**src/rtl/clk_en_sequencer.sv**
```systemverilog
// Clock-enable sequencer: ce strobe and divided square wave at one of up to four
// divide ratios. Rate changes wait for the end of the current period, so no runt periods.
//
// state      | meaning
// ST_STEADY  | running in mode_q, no switch queued
// ST_PENDING | next_mode_q queued, applied at the next period boundary
module clk_en_sequencer #(
  parameter int unsigned NUM_MODES = 4,
  parameter int unsigned DWELL     = 256,
  parameter int unsigned DIV0      = 50,
  parameter int unsigned DIV1      = 10,
  parameter int unsigned DIV2      = 2,
  parameter int unsigned DIV3      = 1,
  parameter int unsigned CNT_W     = 16
) (
  input  logic       sys_clk,
  input  logic       sys_rst_n,
  input  logic       auto_en,
  input  logic       sel_valid,
  input  logic [1:0] sel_mode,
  output logic       sel_ready,
  output logic [1:0] mode_o,
  output logic       ce_o,
  output logic       clk_div_o,
  output logic       mode_chg_o,
  output logic       sel_err_o
);

  localparam int unsigned W1 = CNT_W + 1;

  typedef enum logic {ST_STEADY = 1'b0, ST_PENDING = 1'b1} state_e;

  state_e             state_q, state_d;
  logic [1:0]         mode_q, mode_d;
  logic [1:0]         next_mode_q, next_mode_d;
  logic [CNT_W-1:0]   div_cnt_q, div_cnt_d;
  logic [CNT_W-1:0]   dwell_cnt_q, dwell_cnt_d;
  logic               ce_q, ce_d;
  logic               mode_chg_q, mode_chg_d;
  logic               sel_err_q, sel_err_d;

  logic [W1-1:0]      div_len;
  logic [W1-1:0]      half_len;
  logic               div_last;
  logic               dwell_last;
  logic               expire;
  logic               mode_ok;
  logic [1:0]         auto_next;

  always_comb begin
    case (mode_q)
      2'd0:    div_len = W1'(DIV0);
      2'd1:    div_len = W1'(DIV1);
      2'd2:    div_len = W1'(DIV2);
      default: div_len = W1'(DIV3);
    endcase
  end

  // Widened by one bit so DIV = 2^CNT_W still compares correctly.
  assign half_len   = (div_len + W1'(1)) >> 1;
  assign div_last   = ({1'b0, div_cnt_q} == (div_len - W1'(1)));
  assign dwell_last = ({1'b0, dwell_cnt_q} == W1'(DWELL - 1));
  assign expire     = (state_q == ST_STEADY) && dwell_last;
  assign mode_ok    = ({1'b0, sel_mode} < 3'(NUM_MODES));
  assign auto_next  = (mode_q == 2'(NUM_MODES - 1)) ? 2'd0 : mode_q + 2'd1;

  always_comb begin
    state_d     = state_q;
    mode_d      = mode_q;
    next_mode_d = next_mode_q;
    div_cnt_d   = div_last ? '0 : div_cnt_q + CNT_W'(1);
    dwell_cnt_d = dwell_cnt_q;
    ce_d        = div_last;
    mode_chg_d  = 1'b0;
    sel_err_d   = 1'b0;
    sel_ready   = 1'b0;
    case (state_q)
      ST_STEADY: begin
        // A dwell expiry wins even if auto_en dropped in the same cycle.
        if (expire) begin
          state_d     = ST_PENDING;
          next_mode_d = auto_next;
        end else if (auto_en) begin
          dwell_cnt_d = dwell_cnt_q + CNT_W'(1);
        end else begin
          dwell_cnt_d = '0;
          sel_ready   = 1'b1;
          if (sel_valid) begin
            if (mode_ok) begin
              state_d     = ST_PENDING;
              next_mode_d = sel_mode;
            end else begin
              sel_err_d = 1'b1;
            end
          end
        end
      end
      ST_PENDING: begin
        if (div_last) begin
          state_d     = ST_STEADY;
          mode_d      = next_mode_q;
          div_cnt_d   = '0;
          dwell_cnt_d = '0;
          mode_chg_d  = 1'b1;
        end
      end
      default: state_d = ST_STEADY;
    endcase
  end

  always_ff @(posedge sys_clk or negedge sys_rst_n) begin
    if (!sys_rst_n) begin
      state_q     <= ST_STEADY;
      mode_q      <= 2'd0;
      next_mode_q <= 2'd0;
      div_cnt_q   <= '0;
      dwell_cnt_q <= '0;
      ce_q        <= 1'b0;
      mode_chg_q  <= 1'b0;
      sel_err_q   <= 1'b0;
    end else begin
      state_q     <= state_d;
      mode_q      <= mode_d;
      next_mode_q <= next_mode_d;
      div_cnt_q   <= div_cnt_d;
      dwell_cnt_q <= dwell_cnt_d;
      ce_q        <= ce_d;
      mode_chg_q  <= mode_chg_d;
      sel_err_q   <= sel_err_d;
    end
  end

  assign mode_o     = mode_q;
  assign ce_o       = ce_q;
  assign clk_div_o  = ({1'b0, div_cnt_q} < half_len);
  assign mode_chg_o = mode_chg_q;
  assign sel_err_o  = sel_err_q;

endmodule

```
**config.mk**
```make
export PLATFORM = sky130hd
export DESIGN_NAME = clk_en_sequencer
export DESIGN_NICKNAME = d
export VERILOG_FILES = /design/src/rtl/clk_en_sequencer.sv
export SDC_FILE = /design/constraint.sdc
export NUM_CORES = 1
export LEC_CHECK = 0
export CAP_MARGIN = 5
export CORE_AREA = 5 5 73 75
export DETAILED_ROUTE_END_ITERATION = 8
export DIE_AREA = 0 0 78 80
export DONT_BUFFER_PORTS = 1
export HOLD_SLACK_MARGIN = 0.06
export PLACE_DENSITY = 0.65
export SYNTH_ARGS = -nofsm -noshare
export SYNTH_HDL_FRONTEND = slang
export SYNTH_SLANG_ARGS = --single-unit
```
**constraint.sdc**
```tcl
create_clock -name sys_clk -period 2.8 [get_ports sys_clk]
set_input_delay 0.42 -clock sys_clk [delete_from_list [all_inputs] [get_ports sys_clk]]
set_output_delay 0.42 -clock sys_clk [all_outputs]
set_load 0.02 [all_outputs]
```
# Word-level counts from Yosys, hierarchy flattened
# Cells that the tools add are included.
[classes]
eq_ne = 8
order_cmp = 1
n_bitwise = 1
n_addsub = 5
muxes = 22
n_reduce_logical = 6
[ops]
columns = ["operator", "n"]
rows = [
  ["$mux 16", 6],
  ["$add 16x1->16 const B", 2],
  ["$pmux 16 s2", 1],
  ["$pmux 6 s3", 1],
  ["$add 17x1->17 const B", 1],
  ["$eq 16x17->1", 1],
  ["$sub 17x1->17 const B", 1],
  ["$eq 16x8->1 const B", 1],
  ["$lt 16x16->1", 1],
  ["$mux 1", 9],
  ["$mux 2", 4],
  ["$eq 2x2->1 const B", 2],
  ["$ne 2x1->1 const B", 2],
  ["$reduce_and 2->1", 2],
  ["$reduce_and 3->1", 1],
  ["$add 2x1->2 const B", 1],
  ["$eq 2x1->1 const B", 1],
  ["$logic_not 2->1", 1],
  ["$ne 2x2->1 const B", 1],
  ["$pmux 1 s2", 1],
  ["$reduce_bool 2->1", 1],
  ["$logic_and 1x1->1", 1],
  ["$not 1->1", 1],
]
[word_totals]
word_cells = 50
register_bits = 39
input_bits = 6
out_inout_bits = 7

# Depth between registers and ports, before layout
[depth]
depth_word = 7
depth_mapped = 10
ltp_nobuf = 9

# Least setup slack after synthesis
# Ideal clock, no wire load.
[synth_timing]
path_type = "flip-flop to output port"
start = "reg mode_q[0], in the netlist mode_o[0]"
end = "out clk_div_o"
arrival_time_ns = 1.941
path_stages_with_launch = 7
path_buffers = 0
slack_ns = 0.439
cell_sequence = "dfrtp_1 inv_1 ha_1 inv_1 ha_1 or4_2 a21oi_1"
[synth_between]
elab_chain_cells = 4
word_cells_on_any_way = 6
[synth_lines]
columns = ["element", "line_no", "text"]
rows = [
  ["start: declaration", "34", "logic [1:0] mode_q, mode_d;"],
  ["start signal: assignment", "123", "mode_q <= mode_d;"],
  ["$eq 2x2->1 (tied with other cells)", "51", "case (mode_q)"],
  ["$pmux 6 s3 (*)", "51", ""],
  ["$add 17x1->17 (*)", "60", "assign half_len = (div_len + W1'(1)) >> 1;"],
  ["$lt 16x16->1 (*)", "135", "assign clk_div_o = ({1'b0, div_cnt_q} < half_len);"],
  ["end: declaration", "24", "output logic clk_div_o,"],
]
# Every way passes the cells marked *; elsewhere a longest branch is shown, timed or not.

# Worst setup path in the final report
[layout_timing]
start = "reg mode_q[1], in the netlist mode_o[1]"
end = "out clk_div_o"
# The elaborated chain is that of the path after synthesis.

==> flow_metrics.tcl <==
set metrics [dict create \
    cts_tree "done" \
    clock_sinks 39 \
    route.detailed.drc 0 \
    critPathArrivalTime_ns 2.21 \
    die_area_mm2 0.006240 \
    grt_antenna_before_repair 0 \
    end_kind "primary output" \
    path_clk_slew_ns 0.08 \
    synth_nets 243 \
    post_dp_cell_area_mm2 0.002241 \
    period_minus_slack_ns 2.633 \
    worst_pin_slew_ns 0.5529 \
    drv_cap 0 \
    ant_nets 0 \
    p_seq_share_pct 53.5 \
    ctsRootBufferMaster "clkbuf_8" \
    crit_required_ns 2.38 \
    die_h_um 80 \
    design_area_mm2 0.002386 \
    yosys.area.top_type "dfrtp_1" \
    die_w_um 78 \
    clk-insertion-delay-late_ns 0.30 \
    power.net_switching_uw 269.7 \
    async_flop_share_pct 100.0 \
    ys_seq_area_share_pct 44.80 \
    setup_total_negative_slack_ns 0 \
    critPathMaxFanout 4 \
    drt_iter0_markers 80 \
    max_clock_freq_mhz 379.8 \
    vdd_drop_max_mv 0.3123 \
    fill_cells 418 \
    vias 1593 \
    final_common_cell "dfrtp_1" \
    avgSynthCellArea_um2 9.639 \
    ys_types 46 \
    synth-seq-cells 39 \
    worstHoldStart "auto_en" \
    combPwrFrac_pct 5.0 \
    crit_start "mode_o[1]" \
    cts_made_buffers 5 \
    yosysWarnings 0 \
    rsz0062_at_grt "no" \
    grt_pass1_wl_um 7369 \
    diodes 0 \
    nNetsFinal 250 \
    htree_levels 2 \
    switching_share_pct 23.54 \
    status "complete, no violations" \
    fin_skew_ns 0.009009 \
    track_usage_pct 15.03 \
    core_area_mm2 0.004598 \
    drive_above_1_share_pct 12.82 \
    via_per_inst 5.531 \
    grt-ovfl-total 0 \
    multi_input_area_mm2 0.001141 \
    critPathLaunchType "flip-flop" \
    cellLeakagePower_uw 0.001156 \
    gp_congestion 0.7831 \
    row_count 25 \
    synth.top_cell.area_share_pct 44.80 \
    critPathKind "reg -> out" \
    drt_pass1_iterations 4 \
    hold_class "in -> reg" \
    finalSetupViolCount 0 \
    synth_area_mm2 0.002178 \
    syn_inst 226 \
    wl_per_cell_um 13.95 \
    port-buffer-count 0 \
    clock_path_buffers 2 \
    grt_max_degree 40 \
    period_share_pct 94.05 \
    dp_hpwl_um 2818 \
    initial_utilization_pct 47.37 \
    p_int_uw 875.9 \
    pwr-share-clk_pct 41.6 \
    power_density_mw_per_mm2 480.1 \
    area_delta_synth_final_pct 9.535 \
    regArea_um2 978.4 \
    grt_pass1_vias 1546 \
    r2r-start "mode_o[1]" \
    slew_headroom_pct 63.07 \
    final_cell_mix "dfrtp_1 (37), nand2_1 (22), nor2_1 (20)" \
    io_pins 13 \
    drt-total-wl_um 4017 \
    synth_edf_count 0 \
    yosys-top-cells-area "dfrtp_1 (45%), ha_1 (6.3%), xnor2_1 (4.0%)" \
    hold_violations 0 \
    maxSlewViolCount 0 \
    synth_top_flop_cell "dfrtp_1" \
]
[kinds of logic after synthesis]
| kind of cell | synth area share, % |
|---|---|
| AO/OA/AOI/OAI | 10.17 |
| XOR/XNOR | 7.237 |
| adder cells (fa/ha/maj) | 6.318 |
| buffers and inverters | 2.814 |
| flip-flops | 44.80 |
| multiplexers | 0.4595 |
| other | 0.1721 |
| AND/OR/NAND/NOR | 28.03 |
[power groups by stage]
stage | Clock [uW] | Combinational [uW] | Sequential, uW
final | 476 | 56.7 | 613
after global routing | 524 | 68.5 | 619
after CTS | 493 | 59.2 | 613
after detailed placement | 0 | 42.6 | 625
after global placement | 0 | 40.8 | 623
after floorplan | 0 | 37.6 | 617
[sequential cells by signal, summed over array words and instances, names as in the netlist]
signal	flops
dwell_cnt_q	16
next_mode_q	2
ce_o	1
mode_chg_o	1
div_cnt_q	16
state_q	1
mode_o	2
[layer usage]
layer | part of all wire (%) | routed length [um] | track usage [%]
met5 | 0 | 0 | 0
met4 | 2.0 | 81 | 7.095
met3 | 2.8 | 114 | 3.386
met2 | 46 | 1867 | 23.79
met1 | 49 | 1953 | 19.42
[Yosys cell counts (2+ instances only)]
cell and instances:
dfrtp_1 39, nand4_1 3, or3_1 2, nand3_1 14, clkbuf_1 2, a21o_2 2
or4_4 2, a211o_1 5, a31oi_1 3, nor2_1 20, inv_1 9, nand2_1 22
o21ai_0 9, or2_1 2, nor2b_1 4, xnor2_1 10, buf_4 2, nor2_2 2
or4_1 2, a22o_2 2, a21oi_1 8, and3_1 9, nor3_1 11, nor4_1 3
xor2_1 8, ha_1 11
[what timing repair did]
item / in CTS / in global routing
endpoints found under the hold margin: 39 / 0
setup buffers: 0 / 0
setup endpoints to repair: 0 / 1
hold buffers: 2 / 0
gates resized for setup: 0 / 2
[cell type report]
class | count | area share [%]
multi-input combinational | 173 | 47.82
sequential | 39 | 41.01
clock buffer | 5 | 2.884
tap | 54 | 2.832
timing repair buffer | 5 | 2.202
clock inverter | 3 | 1.835
inverter | 9 | 1.416
[worst max-delay path, cell delays in order (launching register included)]
cell     delay (ns)
dfrtp_2        0.48
inv_1          0.13
ha_1           0.15
inv_1          0.05
ha_1           0.17
or4_2          0.63
a21oi_1        0.14
buf_4          0.16
[worst paths after layout]
kind	endpoint	slack, ns	cells past startpoint
max	clk_div_o	0.17	7
min in group asynchronous	mode_o[1]	0.57	2
max in group asynchronous	dwell_cnt_q[14]	2.03	2
max reg2reg	dwell_cnt_q[11]	0.36	9
min	state_q	0.38	3
min reg2reg	div_cnt_q[15]	0.48	1
[through the flow]
step | util, % | hold WS [ns] | power [uW] | worst slack, ns | instances
2_1_floorplan | - | 0.1244 | 654.8 | 0.4391 | 226
3_3_place_gp | 48.73 | 0.1254 | 663.9 | 0.3776 | 278
3_5_place_dp | 48.73 | 0.1254 | 667.1 | 0.3078 | 278
4_1_cts | 51.84 | 0.3765 | 1165 | 0.09700 | 288
5_1_grt | 51.89 | 0.4092 | 1212 | 0.03843 | 288
6_report | 51.89 | 0.3792 | 1146 | 0.1667 | 288
No activity file was read; power rests on OpenSTA's default activity.
